--- src/rtl/wb_pkg.sv ---
// wb_pkg: shared types and constants for the register-file write front end.
//   WB_ADDR_W / WB_DATA_W      register address and data widths
//   WB_FIFO_DEPTH_DEFAULT      default depth of the long-latency result FIFO
//   wb_entry_t                 one buffered write {rd, data}
package wb_pkg;

    localparam int unsigned WB_ADDR_W             = 5;
    localparam int unsigned WB_DATA_W             = 32;
    localparam int unsigned WB_FIFO_DEPTH_DEFAULT = 2;

    typedef struct packed {
        logic [4:0]  rd;
        logic [31:0] data;
    } wb_entry_t;

endpackage

--- src/rtl/wb_fifo.sv ---
// wb_fifo: synchronous FIFO of wb_entry_t for long-latency results.
// Ports:
//   clk, rst_n   clock, asynchronous active-low reset (empties the FIFO)
//   push         write push_entry (ignored when full)
//   push_entry   entry to write
//   pop          drop the head entry (ignored when empty)
//   head_c       current head entry (combinational read of storage)
//   full, empty  registered occupancy flags
module wb_fifo
    import wb_pkg::*;
#(
    parameter int unsigned FIFO_DEPTH = WB_FIFO_DEPTH_DEFAULT
) (
    input  logic      clk,
    input  logic      rst_n,
    input  logic      push,
    input  wb_entry_t push_entry,
    input  logic      pop,
    output wb_entry_t head_c,
    output logic      full,
    output logic      empty
);

    localparam int unsigned PTR_W = (FIFO_DEPTH > 1) ? $clog2(FIFO_DEPTH) : 1;
    localparam int unsigned CNT_W = $clog2(FIFO_DEPTH) + 1;

    wb_entry_t        mem [FIFO_DEPTH];
    logic [PTR_W-1:0] wr_ptr;
    logic [PTR_W-1:0] rd_ptr;
    logic [CNT_W-1:0] count;
    logic [PTR_W-1:0] wr_ptr_nxt;
    logic [PTR_W-1:0] rd_ptr_nxt;
    logic [CNT_W-1:0] count_nxt;
    logic             do_push;
    logic             do_pop;

    assign do_push = push && !full;
    assign do_pop  = pop && !empty;
    assign head_c  = mem[rd_ptr];

    // Pointer and occupancy next-state
    always_comb begin
        wr_ptr_nxt = wr_ptr;
        rd_ptr_nxt = rd_ptr;
        count_nxt  = count;
        if (do_push) begin
            wr_ptr_nxt = (wr_ptr == PTR_W'(FIFO_DEPTH - 1)) ? '0 : wr_ptr + 1'b1;
        end
        if (do_pop) begin
            rd_ptr_nxt = (rd_ptr == PTR_W'(FIFO_DEPTH - 1)) ? '0 : rd_ptr + 1'b1;
        end
        case ({do_push, do_pop})
            2'b10:   count_nxt = count + 1'b1;
            2'b01:   count_nxt = count - 1'b1;
            default: count_nxt = count;
        endcase
    end

    // Pointer, occupancy and flag registers
    always_ff @(posedge clk or negedge rst_n) begin
        if (!rst_n) begin
            wr_ptr <= '0;
            rd_ptr <= '0;
            count  <= '0;
            full   <= 1'b0;
            empty  <= 1'b1;
        end else begin
            wr_ptr <= wr_ptr_nxt;
            rd_ptr <= rd_ptr_nxt;
            count  <= count_nxt;
            full   <= (count_nxt == CNT_W'(FIFO_DEPTH));
            empty  <= (count_nxt == '0);
        end
    end

    // Storage; contents are don't-care until written
    always_ff @(posedge clk) begin
        if (do_push) begin
            mem[wr_ptr] <= push_entry;
        end
    end

endmodule

--- src/rtl/wb_arbiter.sv ---
// wb_arbiter: merges pipeline writeback with buffered long-latency results onto
// the single register-file write port and tracks outstanding writes.
// Optional build macro WB_BYPASS_EN: a result arriving while the FIFO is empty
// and no pipeline write competes goes straight to the output register.
// Ports:
//   clk, rst_n                      clock, asynchronous active-low reset
//   pipe_we, pipe_rd, pipe_data     pipeline WB write
//   mc_issue, mc_issue_rd           long-latency op issued from ID (sets busy)
//   mc_valid, mc_ready, mc_rd,
//   mc_data                         long-latency result handshake
//   busy                            outstanding-write scoreboard, bit 0 always 0
//   reg_write, wt_addr, wt_data     registered register-file write port
module wb_arbiter
    import wb_pkg::*;
#(
    parameter int unsigned FIFO_DEPTH = WB_FIFO_DEPTH_DEFAULT
) (
    input  logic        clk,
    input  logic        rst_n,
    input  logic        pipe_we,
    input  logic [4:0]  pipe_rd,
    input  logic [31:0] pipe_data,
    input  logic        mc_issue,
    input  logic [4:0]  mc_issue_rd,
    input  logic        mc_valid,
    output logic        mc_ready,
    input  logic [4:0]  mc_rd,
    input  logic [31:0] mc_data,
    output logic [31:0] busy,
    output logic        reg_write,
    output logic [4:0]  wt_addr,
    output logic [31:0] wt_data
);

    wb_entry_t   fifo_head_c;
    wb_entry_t   mc_entry;
    logic        fifo_full;
    logic        fifo_empty;
    logic        fifo_push;
    logic        fifo_pop;
    logic        pipe_sel;
    logic        byp_sel;
    logic        reg_write_nxt;
    logic [4:0]  wt_addr_nxt;
    logic [31:0] wt_data_nxt;
    logic [31:0] busy_nxt;

    assign mc_entry = '{rd: mc_rd, data: mc_data};
    assign mc_ready = !fifo_full;
    assign pipe_sel = pipe_we && (pipe_rd != '0);
    // The head is only consumed when the pipeline does not claim the port
    assign fifo_pop = !pipe_sel && !fifo_empty;

`ifdef WB_BYPASS_EN
    // Empty FIFO implies mc_ready, so this is a completed handshake
    assign byp_sel = fifo_empty && !pipe_sel && mc_valid;
`else
    assign byp_sel = 1'b0;
`endif

    assign fifo_push = mc_valid && mc_ready && !byp_sel;

    wb_fifo #(
        .FIFO_DEPTH (FIFO_DEPTH)
    ) u_fifo (
        .clk        (clk),
        .rst_n      (rst_n),
        .push       (fifo_push),
        .push_entry (mc_entry),
        .pop        (fifo_pop),
        .head_c     (fifo_head_c),
        .full       (fifo_full),
        .empty      (fifo_empty)
    );

    // Write-port selection and scoreboard next-state
    always_comb begin
        reg_write_nxt = 1'b0;
        wt_addr_nxt   = wt_addr;
        wt_data_nxt   = wt_data;
        busy_nxt      = busy;
        if (pipe_sel) begin
            reg_write_nxt = 1'b1;
            wt_addr_nxt   = pipe_rd;
            wt_data_nxt   = pipe_data;
        end else if (fifo_pop) begin
            reg_write_nxt          = (fifo_head_c.rd != '0);
            wt_addr_nxt            = fifo_head_c.rd;
            wt_data_nxt            = fifo_head_c.data;
            busy_nxt[fifo_head_c.rd] = 1'b0;
        end else if (byp_sel) begin
            reg_write_nxt   = (mc_rd != '0);
            wt_addr_nxt     = mc_rd;
            wt_data_nxt     = mc_data;
            busy_nxt[mc_rd] = 1'b0;
        end
        // Applied after the clear so a same-cycle issue keeps the bit set
        if (mc_issue && (mc_issue_rd != '0)) begin
            busy_nxt[mc_issue_rd] = 1'b1;
        end
        busy_nxt[0] = 1'b0;
    end

    // Output and scoreboard registers
    always_ff @(posedge clk or negedge rst_n) begin
        if (!rst_n) begin
            reg_write <= 1'b0;
            wt_addr   <= '0;
            wt_data   <= '0;
            busy      <= '0;
        end else begin
            reg_write <= reg_write_nxt;
            wt_addr   <= wt_addr_nxt;
            wt_data   <= wt_data_nxt;
            busy      <= busy_nxt;
        end
    end

    // A pipeline write to a register still owed a long-latency result is illegal
    a_pipe_not_busy: assert property (@(posedge clk) disable iff (!rst_n)
        !(pipe_sel && busy[pipe_rd]))
        else $error("pipeline write to busy register x%0d", pipe_rd);

endmodule

--- config.mk ---
export PLATFORM = sky130hd
export DESIGN_NAME = wb_arbiter
export DESIGN_NICKNAME = d
export VERILOG_FILES = /design/src/rtl/wb_pkg.sv /design/src/rtl/wb_fifo.sv /design/src/rtl/wb_arbiter.sv
export SDC_FILE = /design/constraint.sdc
export NUM_CORES = 1
export LEC_CHECK = 0
export ABC_CLOCK_PERIOD_IN_PS = 3300
export BUFFER_PORTS_ARGS = -buffer_cell sky130_fd_sc_hd__buf_2
export CORE_MARGIN = 3
export CORE_UTILIZATION = 50
export DETAILED_ROUTE_END_ITERATION = 10
export PLACE_DENSITY_LB_ADDON = 0.05
export SYNTH_ARGS = -nofsm -noshare
export SYNTH_HDL_FRONTEND = slang
export SYNTH_SLANG_ARGS = --single-unit
--- constraint.sdc ---
create_clock -name clk -period 3.3 [get_ports clk]
set_input_delay 0.66 -clock clk [delete_from_list [all_inputs] [get_ports clk]]
set_output_delay 0.66 -clock clk [all_outputs]
set_load 0.005 [all_outputs]
After elaboration in Yosys (flattened, before gate mapping)
Memories as Yosys holds them, arrays and structs flattened.
Cells that the tools add are included.
{"block": "word_totals", "latch_bits": 0, "out_inout_bits": 71, "rom_bits": 0, "wordCells": 58, "mem_bits_rw": 74, "ff_bits": 75, "n_memories": 1}
{"memory": "u_fifo.mem", "depth": 2, "word_bits": 37, "rd": 1, "rd_ports_with_merged_regs": 0, "wr": 1, "line": "wb_fifo.sv:27", "rtl": "wb_entry_t mem [FIFO_DEPTH];"}
{"block": "op_classes", "div_mod_pow": 0, "magnitude_cmp": 4, "addsub": 4, "muxes": 18, "eq_ne": 3, "n_mul": 0, "n_shift": 0, "n_bitwise": 3, "n_reduce_logical": 16}
{"cell": "32-bit 2-to-1 mux", "n": 5}
{"cell": "32-bit AND", "n": 1}
{"cell": "32-bit NOT", "n": 1}
{"cell": "32-bit OR", "n": 1}
{"cell": "5-bit nonzero test", "n": 3}
{"cell": "5-bit by 6-bit less-than comparator with 1-bit output, second input constant", "n": 2}
{"cell": "1-bit demux with 5-bit select", "n": 2}
{"cell": "5-bit by 1-bit greater-or-equal comparator with 1-bit output, second input constant", "n": 2}
{"cell": "5-bit 2-to-1 mux", "n": 2}
{"cell": "1-bit logical AND", "n": 8}
{"cell": "1-bit 2-to-1 mux", "n": 8}
{"cell": "2-bit equality test, second input constant", "n": 2}
{"cell": "2-bit case mux with 2 select lines", "n": 1}
{"cell": "1-bit logical NOT", "n": 3}
{"cell": "1-bit adder, second input constant", "n": 2}
{"cell": "2-bit by 1-bit adder with 2-bit output, second input constant", "n": 1}
{"cell": "2-bit by 1-bit equality test with 1-bit output, second input constant", "n": 1}
{"cell": "2-bit logical NOT", "n": 1}
{"cell": "2-bit nonzero test", "n": 1}
{"cell": "2-bit by 1-bit subtractor with 2-bit output, second input constant", "n": 1}

Longest topological paths before layout
An unclocked memory read counts as a cell.
{"block": "depth", "word_depth": 11, "depth_mapped": 10}

By module
A second synthesis with hierarchy kept.
{"block": "hier_totals", "cells_unflattened": 443, "hier_area_um2": 6582.6}
{"module": "wb_arbiter", "n_inst": 1, "cells_per_inst": 303, "seq_area_each_um2": 1726.7, "area_each_um2": 3549.7}
{"module": "wb_fifo", "n_inst": 1, "cells_per_inst": 140, "seq_area_each_um2": 2373.5, "area_each_um2": 3032.9}

Worst setup path before layout
Ideal clock, no wire load.
{"block": "synth_timing", "path_type": "input -> register", "startpoint": "in mc_valid", "endpoint": "mem u_fifo.mem[0][0] (netlist bit), enable pin", "path_stages": 2, "slack_ns": 0.554, "arrival_time_ns": 2.315, "required_time_ns": 2.869, "path_cell_list": "nand2_1 -> nor2_1"}
{"block": "synth_between", "elab_chain_len": 4}
{"item": "start: declaration", "line": "wb_arbiter.sv:25", "rtl": "input logic mc_valid,"}
{"item": "1-bit logical AND", "line": "wb_arbiter.sv:61", "rtl": "assign fifo_push = mc_valid && mc_ready && !byp_sel;"}
{"item": "1-bit logical AND", "line": "wb_fifo.sv:37", "rtl": "assign do_push = push && !full;"}
{"item": "1-bit 2-to-1 mux", "line": "wb_fifo.sv:78", "rtl": "if (do_push) begin"}
{"item": "1-bit 2-to-1 mux (implied by the code)", "line": "wb_fifo.sv:79", "rtl": "mem[wr_ptr] <= push_entry;"}
{"item": "end: declaration", "line": "wb_fifo.sv:27"}
No other way between the ends.

Final worst setup path
{"block": "layout_timing", "startpoint": "in pipe_rd[2]", "endpoint": "reg u_fifo.full"}
{"block": "layout_between", "elab_chain_len": 8}
{"item": "start: declaration", "line": "wb_arbiter.sv:21", "rtl": "input logic [4:0] pipe_rd,"}
{"item": "5-bit nonzero test (*)", "line": "wb_arbiter.sv:50", "rtl": "assign pipe_sel = pipe_we && (pipe_rd != '0);"}
{"item": "1-bit logical AND (*)", "line": "wb_arbiter.sv:50"}
{"item": "1-bit logical NOT (*)", "line": "wb_arbiter.sv:52", "rtl": "assign fifo_pop = !pipe_sel && !fifo_empty;"}
{"item": "1-bit logical AND (*)", "line": "wb_arbiter.sv:52"}
{"item": "1-bit logical AND (*)", "line": "wb_fifo.sv:38", "rtl": "assign do_pop = pop && !empty;"}
{"item": "named net u_fifo.do_pop", "line": "wb_fifo.sv:35", "rtl": "logic do_pop;"}
{"item": "2-bit by 1-bit equality test with 1-bit output or 2-bit equality test (tied branches)", "line": "wb_fifo.sv:52", "rtl": "case ({do_push, do_pop})"}
{"item": "2-bit case mux with 2 select lines (*)", "line": "wb_fifo.sv:52"}
{"item": "named net u_fifo.count_nxt[1]", "line": "wb_fifo.sv:33", "rtl": "logic [CNT_W-1:0] count_nxt;"}
{"item": "2-bit equality test (*)", "line": "wb_fifo.sv:71", "rtl": "full <= (count_nxt == CNT_W'(FIFO_DEPTH));"}
{"item": "end signal: assignment", "line": "wb_fifo.sv:71"}
{"item": "end: declaration", "line": "wb_fifo.sv:20", "rtl": "output logic full,"}
The timed path passes the listed nets; every way through them passes the cells marked *.
A chain may end at the register's enable or synchronous reset.

==> run metrics <==
Tmin final=2450 ps; Clk network pwr share=0.265; Die Span Y=117 um; FF+latch count, synth=149; worst path cell trace=buf_2, or4_1, o21a_4, nor2_1, ha_1, nor2_1, xor2_1, and2_1; largest family of logic cells by synthesized area=compound AO/OA/AOI/OAI gates; simple-gate area share of the yosys netlist=0.110; FMAX=408 MHz; final cell count without fillers=817; Hold Fails Final Rpt=0; global route overflow=0; post-CTS setup repair buffer count=0; Max-slew headroom=0.286; clock-pin slew on the worst setup and hold paths=60 ps; Final Max Tran Viols=0; syn avg cell area=11.9 sq um; unrepaired setup endpoints after global routing=no; layout cells sized above 1=0.283; Final TNS setup=0 ps; Worst Setup SP=pipe_rd[2]; WL/cell=17.0 um; WL final=13.9 mm; RR Startpoint=u_fifo.rd_ptr$_DFFE_PN0P_; io pins=155; CTS Hold Bufs=0; Leak=0.00329 uW; ys flop type=edfxtp_1; worst clock skew=8.02 ps; Yosys warnings=0; Residual DRC=0; pre-CTS setup slack=438 ps; initial core utilization=0.523; Internal=4360 uW; VDD IR-drop max=0.386 mV; total track usage=0.210; final setup fails=0; vias per cell=5.46; Netlist cell types=38; Port Buffers=153; minimum setup slack among reg-to-reg paths=950 ps; H-tree Lvls=4; CP Data Arrival Time=2800 ps; Cells after Synth=517; Synth Area in Adders=0.00204; syn nets=602; initial DRC count=326; hpwl dp=9.27 mm; xor and xnor fraction of the mapped netlist area=0.00715; CTS tree=yes; pin count of the biggest net entering global routing=76; routability cong.=0.836; first-pass GRT wire length=21.9 mm; vias in the first global route=4410; post-CTS resize count=0; Final nets=746; clock buffer depth=2; Async SR Flop Fraction=0.503; PD cells=866 mW/mm^2; crit-path leading delay family=simple AND/OR/NAND/NOR gates; core area=0.0117 sq mm; Slew @ Worst Pin=1070 ps; sequential-to-total area share from yosys stat=0.669; dpl cells=785; Final period util=0.743; Rows=39; Seq pwr share=0.455; clock root buffer=clkbuf_16; Setup crit start kind=input port; EDFF count, synth=74; Worst EP required=3640 ps; Die ar.=0.0136 sq mm; Synth Area in Compound Gates=0.123; die span in x=117 um; Post-Syn Area=0.00613 sq mm; antenna cells=0; DRT Pass-1 Iters=4; setup ws final=849 ps; initial antenna violation count=2; Crit. End Element=flop; Worst path max stage delay=540 ps; worst path bufs/invs=1; Crit-path slowest cell=or4_1; Setup CP Type=input port to flop; Vias=4461; total power=6490 uW; CP max FO=61; status=finished, final reports clean; Top cell by count, worst path=nor2_1; TritonCTS buffer count=17; Hold Crit Class=input port to async pin; ANT nets after route=0; CTS Sinks=149; max-capacitance violation count=0; switching share of power=0.327; Gate power share=0.279; Area Growth Syn to Fin=22.2%; Psw=2120 uW; worst skew pair latency=410 ps; proportion of synthesized area in mux cells=0.0572
-- power groups by stage --
stage	Clock (uW)	Combinational, uW	Sequential [uW]
after floorplan	0	1200	2840
after global placement	0	1780	2960
after detailed placement	0	1830	2980
after CTS	1740	1840	2950
after global routing	1840	2060	3020
final	1720	1810	2950
-- cells in the mapped netlist, types with 2 or more instances --
| library cell | number | area share |
|---|---|---|
| nor2_1 | 48 | 0.029 |
| and3b_1 | 2 | 0.0029 |
| nor3_1 | 4 | 0.0033 |
| dfrtp_1 | 74 | 0.30 |
| xor2_1 | 2 | 0.0029 |
| nand2b_1 | 5 | 0.0051 |
| buf_6 | 4 | 0.0074 |
| edfxtp_1 | 74 | 0.36 |
| xnor2_1 | 3 | 0.0043 |
| mux2i_1 | 35 | 0.057 |
| a21oi_1 | 40 | 0.033 |
| a32oi_1 | 2 | 0.0029 |
| buf_2 | 5 | 0.0041 |
| clkbuf_1 | 18 | 0.011 |
| inv_1 | 7 | 0.0043 |
| a31oi_1 | 2 | 0.0020 |
| o41ai_1 | 30 | 0.043 |
| o21ai_0 | 40 | 0.033 |
| nor2b_1 | 2 | 0.0020 |
| o22a_1 | 2 | 0.0029 |
| nand2_1 | 98 | 0.060 |
| buf_1 | 4 | 0.0024 |
-- path summary, 6_finish.rpt --
check	end	depth (start not counted)
max	u_fifo.full$_DFF_PN0_	8
min in group clk	u_fifo.mem[0][16]$_DFFE_PP_	1
max in group asynchronous	u_fifo.rd_ptr$_DFFE_PN0P_	1
min reg2reg	u_fifo.count[1]$_DFF_PN0_	1
min	busy[15]$_DFF_PN0_	1
max reg2reg	busy[3]$_DFF_PN0_	4
-- area by class of cell --
cell class                      instances  area, sq um
Clock buffer                           21          440
Clock inverter                         11         87.6
Fill cell                             951         4220
Inverter                                7         26.3
Multi-Input combinational cell        329         1860
Sequential cell                       149         4100
Tap cell                              143          179
Timing Repair Buffer                  157          798
-- cell families (layout without fill, tap and decap cells) --
family / Yosys count / in the layout
other cells: 1 / 1
mux: 35 / 35
simple gates: 166 / 166
buf+inv: 39 / 196
compound gates: 121 / 121
fa+ha+maj: 1 / 1
flops: 149 / 149
xor+xnor: 5 / 5
-- registers in the layout, summed over array words and instances, names as in the netlist --
signal	cells
u_fifo.wr_ptr	1
u_fifo.rd_ptr	1
u_fifo.mem	74
u_fifo.empty	1
busy	31
reg_write	1
wt_data	32
wt_addr	5
u_fifo.full	1
u_fifo.count	2
-- routing by layer --
layer  up-vias  share of wire  GRT usage
met3        22          0.057     0.0591
met2       133           0.49      0.335
met1      2156           0.43      0.274
li1       2146              -          -
met4         4          0.016     0.0780
met5         -         0.0012          0
-- per-stage QoR --
| stage | util | instance area, sq um | hold slack (ps) |
|---|---|---|---|
| final | 0.640 | 7490 | 412 |
| after global routing | 0.640 | 7490 | 422 |
| after CTS | 0.640 | 7490 | 426 |
| after detailed placement | 0.594 | 6960 | 483 |
| after global placement | 0.594 | 6960 | 462 |
| after floorplan | - | 6130 | 364 |
-- cell usage in the layout (no fill, tap or decap), types with 2 or more instances in the layout --
cell | netlist | final
a31oi_1 | 2 | 2
nand2_1 | 98 | 98
clkinv_2 | 0 | 6
xor2_1 | 2 | 2
a32oi_1 | 2 | 2
clkbuf_16 | 0 | 17
a21oi_1 | 40 | 40
edfxtp_1 | 74 | 74
clkinvlp_4 | 0 | 2
and3b_1 | 2 | 2
nand2b_1 | 5 | 5
o22a_1 | 2 | 2
o41ai_1 | 30 | 30
nor3_1 | 4 | 4
mux2i_1 | 35 | 35
buf_4 | 1 | 5
buf_2 | 5 | 152
nor2_1 | 48 | 47
clkbuf_1 | 18 | 4
inv_1 | 7 | 7
o21ai_0 | 40 | 40
nor2b_1 | 2 | 2
dfrtp_1 | 74 | 73
xnor2_1 | 3 | 3
(Power assumes the default switching activity.)
